[config.mk]
export PLATFORM = sky130hd
export DESIGN_NAME = div_ratio_ctrl
export DESIGN_NICKNAME = d
export VERILOG_FILES = /design/src/rtl/div_ratio_ctrl_pkg.sv /design/src/rtl/div_edge_det.sv /design/src/rtl/div_ratio_ctrl.sv
export SDC_FILE = /design/constraint.sdc
export NUM_CORES = 1
export LEC_CHECK = 0
export CAP_MARGIN = 0
export CORE_AREA = 5 5 75 63
export DETAILED_ROUTE_END_ITERATION = 7
export DIE_AREA = 0 0 80 68
export GPL_TIMING_DRIVEN = 1
export HOLD_SLACK_MARGIN = 0.1
export PLACE_DENSITY_LB_ADDON = 0.05
export SLEW_MARGIN = 10
export SYNTH_ARGS = -nofsm -noshare
export SYNTH_HDL_FRONTEND = slang
export SYNTH_HIERARCHICAL = 1
export SYNTH_SLANG_ARGS = --single-unit
[constraint.sdc]
create_clock -name i_ref_clk -period 4.9 [get_ports i_ref_clk]
set_input_delay 0.98 -clock i_ref_clk [delete_from_list [all_inputs] [get_ports i_ref_clk]]
set_output_delay 0.98 -clock i_ref_clk [all_outputs]
set_load 0.02 [all_outputs]
[src/rtl/div_ratio_ctrl_pkg.sv]
// Shared clock-control definitions: FSM state encoding, parameter defaults
// and the ratio legality rule used by the divide-ratio controller.
package div_ratio_ctrl_pkg;

  typedef enum logic [1:0] {
    ST_IDLE      = 2'd0,
    ST_WAIT_EDGE = 2'd1,
    ST_APPLY     = 2'd2,
    ST_SETTLE    = 2'd3
  } ctrl_state_e;

  localparam int DEFAULT_RATIO_DEF = 2;
  localparam int SETTLE_CYCLES_DEF = 2;
  localparam int EDGE_TIMEOUT_DEF  = 512;

  localparam logic [7:0] MIN_RATIO = 8'd2;

  // Ratios 0 and 1 cannot be produced by the divider.
  function automatic logic ratio_legal(input logic [7:0] ratio);
    return ratio >= MIN_RATIO;
  endfunction

endpackage

[src/rtl/div_edge_det.sv]
// Two-flop sampler on the fed-back divided clock with a rising-edge strobe
// in the reference clock domain.
module div_edge_det (
  input  logic i_ref_clk,
  input  logic i_rst_n,
  input  logic i_div_clk,
  output logic o_rise
);

  logic s1;
  logic s2;

  always_ff @(posedge i_ref_clk or negedge i_rst_n) begin
    if (!i_rst_n) begin
      s1 <= 1'b0;
      s2 <= 1'b0;
    end else begin
      s1 <= i_div_clk;
      s2 <= s1;
    end
  end

  assign o_rise = s1 & ~s2;

endmodule

[src/rtl/div_ratio_ctrl.sv]
// Divide-ratio change controller: accepts a new ratio, waits for a safe
// divided-clock edge, gates the divider while the ratio is swapped, then settles.
//
// state        | meaning
// -------------+---------------------------------------------------------
// ST_IDLE      | ready for a request; clk_en follows i_enable
// ST_WAIT_EDGE | divider running, waiting for a div_clk rising edge
// ST_APPLY     | one cycle: pending ratio loaded into o_div_ratio
// ST_SETTLE    | clk_en held low for SETTLE_CYCLES, then done pulse
module div_ratio_ctrl
  import div_ratio_ctrl_pkg::*;
#(
  parameter int DEFAULT_RATIO = DEFAULT_RATIO_DEF,
  parameter int SETTLE_CYCLES = SETTLE_CYCLES_DEF,
  parameter int EDGE_TIMEOUT  = EDGE_TIMEOUT_DEF
) (
  input  logic        i_ref_clk,
  input  logic        i_rst_n,
  input  logic        i_enable,
  input  logic        i_cfg_valid,
  input  logic [7:0]  i_cfg_ratio,
  input  logic        i_div_clk,
  output logic        o_cfg_ready,
  output logic        o_cfg_done,
  output logic        o_cfg_err,
  output logic        o_timeout,
  output logic [31:0] o_div_ratio,
  output logic        o_clk_en
);

  localparam int CNT_MAX = (EDGE_TIMEOUT > SETTLE_CYCLES) ? EDGE_TIMEOUT : SETTLE_CYCLES;
  localparam int CNT_W   = (CNT_MAX > 2) ? $clog2(CNT_MAX) : 1;

  ctrl_state_e      state;
  logic [7:0]       pending;
  logic [CNT_W-1:0] cnt;
  logic             rise;

  div_edge_det u_edge_det (
    .i_ref_clk (i_ref_clk),
    .i_rst_n   (i_rst_n),
    .i_div_clk (i_div_clk),
    .o_rise    (rise)
  );

  // One down-counter serves both the edge-wait timeout and the settle period.
  always_ff @(posedge i_ref_clk or negedge i_rst_n) begin
    if (!i_rst_n) begin
      state       <= ST_IDLE;
      pending     <= '0;
      cnt         <= '0;
      o_div_ratio <= 32'(DEFAULT_RATIO);
      o_clk_en    <= 1'b0;
      o_cfg_ready <= 1'b0;
      o_cfg_done  <= 1'b0;
      o_cfg_err   <= 1'b0;
      o_timeout   <= 1'b0;
    end else begin
      o_cfg_done <= 1'b0;
      o_cfg_err  <= 1'b0;
      case (state)
        ST_IDLE: begin
          o_cfg_ready <= 1'b1;
          o_clk_en    <= i_enable;
          if (i_cfg_valid && o_cfg_ready) begin
            if (!ratio_legal(i_cfg_ratio)) begin
              o_cfg_err <= 1'b1;
            end else if (32'(i_cfg_ratio) == o_div_ratio) begin
              o_cfg_done <= 1'b1;
            end else begin
              pending     <= i_cfg_ratio;
              o_cfg_ready <= 1'b0;
              if (o_clk_en) begin
                state <= ST_WAIT_EDGE;
                cnt   <= CNT_W'(EDGE_TIMEOUT - 1);
              end else begin
                state    <= ST_APPLY;
                o_clk_en <= 1'b0;
              end
            end
          end
        end
        ST_WAIT_EDGE: begin
          o_clk_en <= i_enable;
          if (rise || !i_enable || cnt == '0) begin
            // An edge or a disable arriving on the last cycle is not a timeout.
            if (!rise && i_enable) o_timeout <= 1'b1;
            state    <= ST_APPLY;
            o_clk_en <= 1'b0;
          end else begin
            cnt <= cnt - 1'b1;
          end
        end
        ST_APPLY: begin
          o_div_ratio <= 32'(pending);
          cnt         <= CNT_W'(SETTLE_CYCLES - 1);
          o_clk_en    <= 1'b0;
          state       <= ST_SETTLE;
        end
        ST_SETTLE: begin
          if (cnt == '0) begin
            state       <= ST_IDLE;
            o_cfg_done  <= 1'b1;
            o_cfg_ready <= 1'b1;
            o_clk_en    <= i_enable;
          end else begin
            cnt      <= cnt - 1'b1;
            o_clk_en <= 1'b0;
          end
        end
        default: state <= ST_IDLE;
      endcase
    end
  end

endmodule

==> impl_metrics.ini, run 1 <==
[die]
dieArea_um2 = 5440
die_h_um = 68
core_um2 = 3990
die_width_um = 80
initial_core_util_pct = 50.1
io_pins = 50
rows = 21

[power_and_ir_drop]
p_sw_uw = 130
swShare_pct = 24.1
power_frac_seq_pct = 52.5
power_density_nw_per_um2 = 233
peakVddDrop_uv = 143
clkPwrFrac_pct = 39.5
intPower_uw = 408
p_comb_share_pct = 8.0
power_leakage_nw = 1.05

[timing]
skew_ns = 0.00880
fin_crit_ns = 2.90
post-route-period-util_pct = 59.3
setup_viol = 0
fmax_mhz = 344
rsz0062_at_grt = no
maxSlewHeadroom_pct = 59.0
tightestPinTransition_ns = 0.613
drv_slew = 0
fin_setup_tns_ns = 0
fin_hold_ws_ns = 0.387
hold_viol_final = 0

[worst_hold_path]
hold_path_class = reg -> reg

[clock_network]
root_buffer = clkbuf_8
hold_buffers = 0
htree_levels = 2
cts_buffers = 5
cts_sinks = 34
post_cts_resized = 0
post_cts_buffers = 0
clk_pin_slew_ns = 0.07
clk_latency_ns = 0.29
cts_buffer_depth = 2
cts_tree = yes

[grt]
first_global_vias = 1425
antenna_found_initial = 0
grt_max_degree = 35
grt_pass1_wl_um = 6690
overflow = 0
grt_usage_pct = 16.1

[routing]
wl_um = 4040
drt_iter0_markers = 94
viasPerCell = 5.34
firstDrtPassIters = 4
ant_nets = 0
vias = 1448
post-route-drc-count = 0
wl_per_cell_um = 14.9

[worst_setup_path]
cp_data_required_time_ns = 5.08
crit_chain = clkdlybuf4s50_1 -> nor4_1 -> a21oi_2 -> o21ai_2 -> a211o_1 -> mux2_4
cp_num_buf_inv = 1
worstPathArrival_ns = 3.08
critical_path.top_delay_family = compound AO/OA/AOI/OAI gates
start_kind = input port
critPathCaptureType = register
cp_max_fo = 10
slowest_stage = nor4_1
crit_type = in -> reg
cp_slowest_stage_delay_ns = 0.51

[synthesis]
synth_ff_type = dfrtp_1
ys_seq_area_share_pct = 42.6
synth-seq-cells = 34
ys_types = 49
synth_enable_flop_cells = 0
syn-cell-area_um2 = 2000
syn_inst = 185
synth_area_per_cell_um2 = 10.8
async_flop_share_pct = 100
ys_warn_count = 6

[finish]
n_fill_cell = 369
syn2layout_area_growth_pct = 15.2
final_nets = 232
mostFrequentLayoutCells = 33 x dfrtp_1, 25 x clkdlybuf4s50_1, 24 x conb_1
final_common_cell = dfrtp_1
drive_gt1_share_pct = 14.0
num_antenna_cells = 0

[place]
portBuffers = 25
dp_hpwl_um = 2930
gp_congestion = 0.946

[job]
drv_cap = 0

[outcome]
outcome = completed
-- logic make-up (layout without fill, tap and decap cells) --
logic type / count (synthesis) / after routing / synth area share [%]
other cells: 1 / 24 / 0.187
compound gates: 42 / 42 / 16.5
fa+ha+maj: 6 / 6 / 3.75
xor+xnor: 8 / 8 / 3.50
simple gates: 38 / 38 / 10.4
buf+inv: 36 / 42 / 11.6
mux: 20 / 20 / 11.5
flops: 34 / 34 / 42.6
-- power by group through the flow --
stage	Combinational [mW]	Sequential [mW]	Clock [mW]
5_1_grt	0.0469	0.282	0.237
6_report	0.0432	0.282	0.212
2_1_floorplan	0.0382	0.287	0
3_3_place_gp	0.0426	0.287	0
4_1_cts	0.0432	0.282	0.217
3_5_place_dp	0.0431	0.287	0
-- Yosys cell counts (2+ instances only) --
cell type,number,area share (%)
o22a_1,6,2.6
mux2_2,8,4.5
buf_4,24,9.0
mux2_1,8,4.5
dfrtp_1,33,41
o22ai_1,3,0.94
o21ai_1,2,0.50
xnor2_1,8,3.5
clkbuf_1,3,0.56
a2111oi_0,7,3.1
ha_1,6,3.7
nor3_1,5,1.2
nand2_1,7,1.3
mux2_4,2,1.5
inv_2,2,0.38
nor2_1,11,2.1
inv_1,6,1.1
mux2i_1,2,1.0
a21oi_1,6,1.5
nand4_1,2,0.62
a31oi_1,6,1.9
-- metrics by stage --
stage | instance area, um2 | power, mW | std cells | setup WS (ns) | utilization (%)
after detailed placement | 2210 | 0.330 | 263 | 1.70 | 55.5
after global placement | 2210 | 0.330 | 263 | 1.79 | 55.5
after floorplan | 2090 | 0.325 | 208 | 2.54 | -
after CTS | 2310 | 0.543 | 271 | 2.01 | 57.7
after global routing | 2310 | 0.566 | 271 | 1.87 | 57.7
final | 2310 | 0.538 | 271 | 2.00 | 57.7
-- final timing paths --
kind,cells after the start,startpoint,slack (ns),endpoint
min,0,u_edge_det/s1,0.39,u_edge_det/s2
max reg2reg,6,state[0],2.23,cnt[1]
max,6,i_cfg_ratio[4],2.00,cnt[1]
min reg2reg,0,u_edge_det/s1,0.39,u_edge_det/s2
max in group asynchronous,2,i_rst_n,3.47,o_div_ratio[1]
min in group asynchronous,2,i_rst_n,1.09,cnt[4]
-- registers in the layout (all words and copies together) (netlist names) --
signal / cells
o_clk_en: 1
o_div_ratio: 8
u_edge_det/s1: 1
pending: 8
o_cfg_done: 1
cnt: 9
u_edge_det/s2: 1
o_timeout: 1
o_cfg_ready: 1
state: 2
o_cfg_err: 1
-- routing by layer --
| metal | GRT usage [%] | share of wire [%] |
|---|---|---|
| met4 | 6.75 | 0.97 |
| met3 | 4.34 | 8.9 |
| met5 | 0 | 0 |
| met2 | 25.5 | 45 |
| met1 | 21.0 | 45 |
-- final cells by class --
type	instances	area (um2)	area share [%]
clock inverters	1	5.00	0.217
inverters	8	30.0	1.30
clock buffers	7	86.3	3.74
flip-flops and latches	34	852	37.0
well taps	57	71.3	3.09
multi-input cells	138	1000	43.5
repair buffers	26	258	11.2
Power figures use the tool's default switching activity.
==> run 2, diff against run 1 <==
Settings changed: CORE_AREA 5 5 75 63 to 5 5 78 66, DIE_AREA 0 0 80 68 to 0 0 83 71.
Clock period 4.9 ns to 2.79 ns, I/O delays scaled along.
==> run 2 against run 1 <==
Clock skew down 0.0024 ns; largest cell class unchanged; sequential share of layout area shrank 0.53 points; clock-buffer cell count is the same; die area increased by 8.3%; non-clock buffer count rose by 4; global-route usage decreased by 1.6 points; critical endpoint unchanged; first-iteration DRC count up 16%.
==> impl_metrics.ini, run 2 (synthesis results as in run 1) <==
[outcome]
outcome = completed

[place]
post-place-ws_ns = 0.106
dp_hpwl_um = 3090
portBuffers = 25
gp_congestion = 0.872

[routing]
drt_iter0_markers = 109
firstDrtPassIters = 5
wl_um = 4130
ant_nets = 0
wl_per_cell_um = 14.9
vias = 1464
viasPerCell = 5.27
post-route-drc-count = 0

[power_and_ir_drop]
p_comb_share_pct = 8.0
clkPwrFrac_pct = 39.5
p_sw_uw = 227
intPower_uw = 717
peakVddDrop_uv = 290
power_leakage_nw = 1.07
p_total_uw = 943
power_density_nw_per_um2 = 403
swShare_pct = 24.0
power_frac_seq_pct = 52.5

[timing]
timing.final.ws_setup_ns = 0.398
fin_crit_ns = 2.39
hold_viol_final = 0
maxSlewHeadroom_pct = 61.3
post-route-period-util_pct = 85.7
tightestPinTransition_ns = 0.576
rsz0062_at_grt = no
drv_slew = 0
fin_hold_ws_ns = 0.393
fin_setup_tns_ns = 0
setup_viol = 0
skew_ns = 0.00641
fmax_mhz = 418

[worst_setup_path]
cp_max_fo = 10
start_kind = input port
cp_slowest_stage_delay_ns = 0.56
cp_data_required_time_ns = 2.97
worstPathArrival_ns = 2.57
slowest_stage = nor4_1
reg2reg_slack_ns = 0.62
crit_chain = clkdlybuf4s50_1 -> nor4_1 -> a21oi_2 -> o21ai_2 -> a211o_1 -> mux2_4
crit_type = in -> reg
critPathCaptureType = register

[clock_network]
root_buffer = clkbuf_8
htree_levels = 2
post_cts_resized = 0
cts_tree = yes
clk_latency_ns = 0.29
cts_buffers = 5
cts_sinks = 34
cts_buffer_depth = 2
post_cts_buffers = 0
hold_buffers = 0
clk_pin_slew_ns = 0.07

[finish]
final_common_cell = dfrtp_1
final_nets = 236
final_core_util_pct = 53.8
drive_gt1_share_pct = 15.6
mostFrequentLayoutCells = 33 x dfrtp_1, 25 x clkdlybuf4s50_1, 24 x conb_1
num_antenna_cells = 0
syn2layout_area_growth_pct = 16.9
reg_top3 = cnt: 9 flops, o_div_ratio: 8 flops, pending: 8 flops
largest_reg_flops = 9
largest-register = cnt

[die]
die_width_um = 83
core_um2 = 4350
initial_core_util_pct = 46.0
dieArea_um2 = 5890
rows = 22
io_pins = 50
die_h_um = 71

[grt]
grt_usage_pct = 14.5
overflow = 0
antenna_found_initial = 0
grt_max_degree = 35
first_global_vias = 1513
grt_pass1_wl_um = 6920

[job]
drv_cap = 0

[worst_hold_path]
hold_path_class = reg -> reg
==> run 2: worst paths after layout <==
path | depth (start not counted) | to | start
worst max-delay path | 6 | cnt[1] | i_cfg_ratio[4]
worst min-delay path | 0 | u_edge_det/s2 | u_edge_det/s1
worst max register to register | 6 | cnt[1] | state[0]
worst min register to register | 0 | u_edge_det/s2 | u_edge_det/s1
max in group asynchronous | 2 | o_div_ratio[1] | i_rst_n
min in group asynchronous | 2 | pending[6] | i_rst_n
==> run 2: power groups by stage <==
stage	sequential [mW]	combinational (mW)	clock [mW]
6_report	0.495	0.0756	0.372
5_1_grt	0.495	0.0825	0.406
4_1_cts	0.495	0.0759	0.384
3_5_place_dp	0.505	0.0758	0
3_3_place_gp	0.505	0.0750	0
2_1_floorplan	0.505	0.0671	0
==> run 2: layer usage <==
metal  up-vias  global-route usage (%)  share of wire (%)
li1        696                       -                  -
met1       696                    18.8                 45
met2        67                    23.0                 46
met3         5                    3.96                8.5
met4         0                    6.35                1.1
met5         -                       0                  0
==> run 2: stage by stage <==
step / cells / cell area [um2]
after global placement: 270 / 2250
after floorplan: 208 / 2090
after CTS: 278 / 2340
final: 278 / 2340
after global routing: 278 / 2340
after detailed placement: 270 / 2250
==> run 2: layout make-up <==
type,instances,area (um2)
fill,377,2010
clock inverter,1,5.00
tap,60,75.1
clock buffer,7,86.3
timing repair buffer,30,288
sequential,34,852
multi-input combinational,138,1000
inverter,8,30.0
==> run 2: critical path, delay by kind of cell <==
kind	cells	cell delay [ns]
compound gates	3	0.67
simple gates	1	0.56
buf+inv	1	0.46
mux	1	0.31
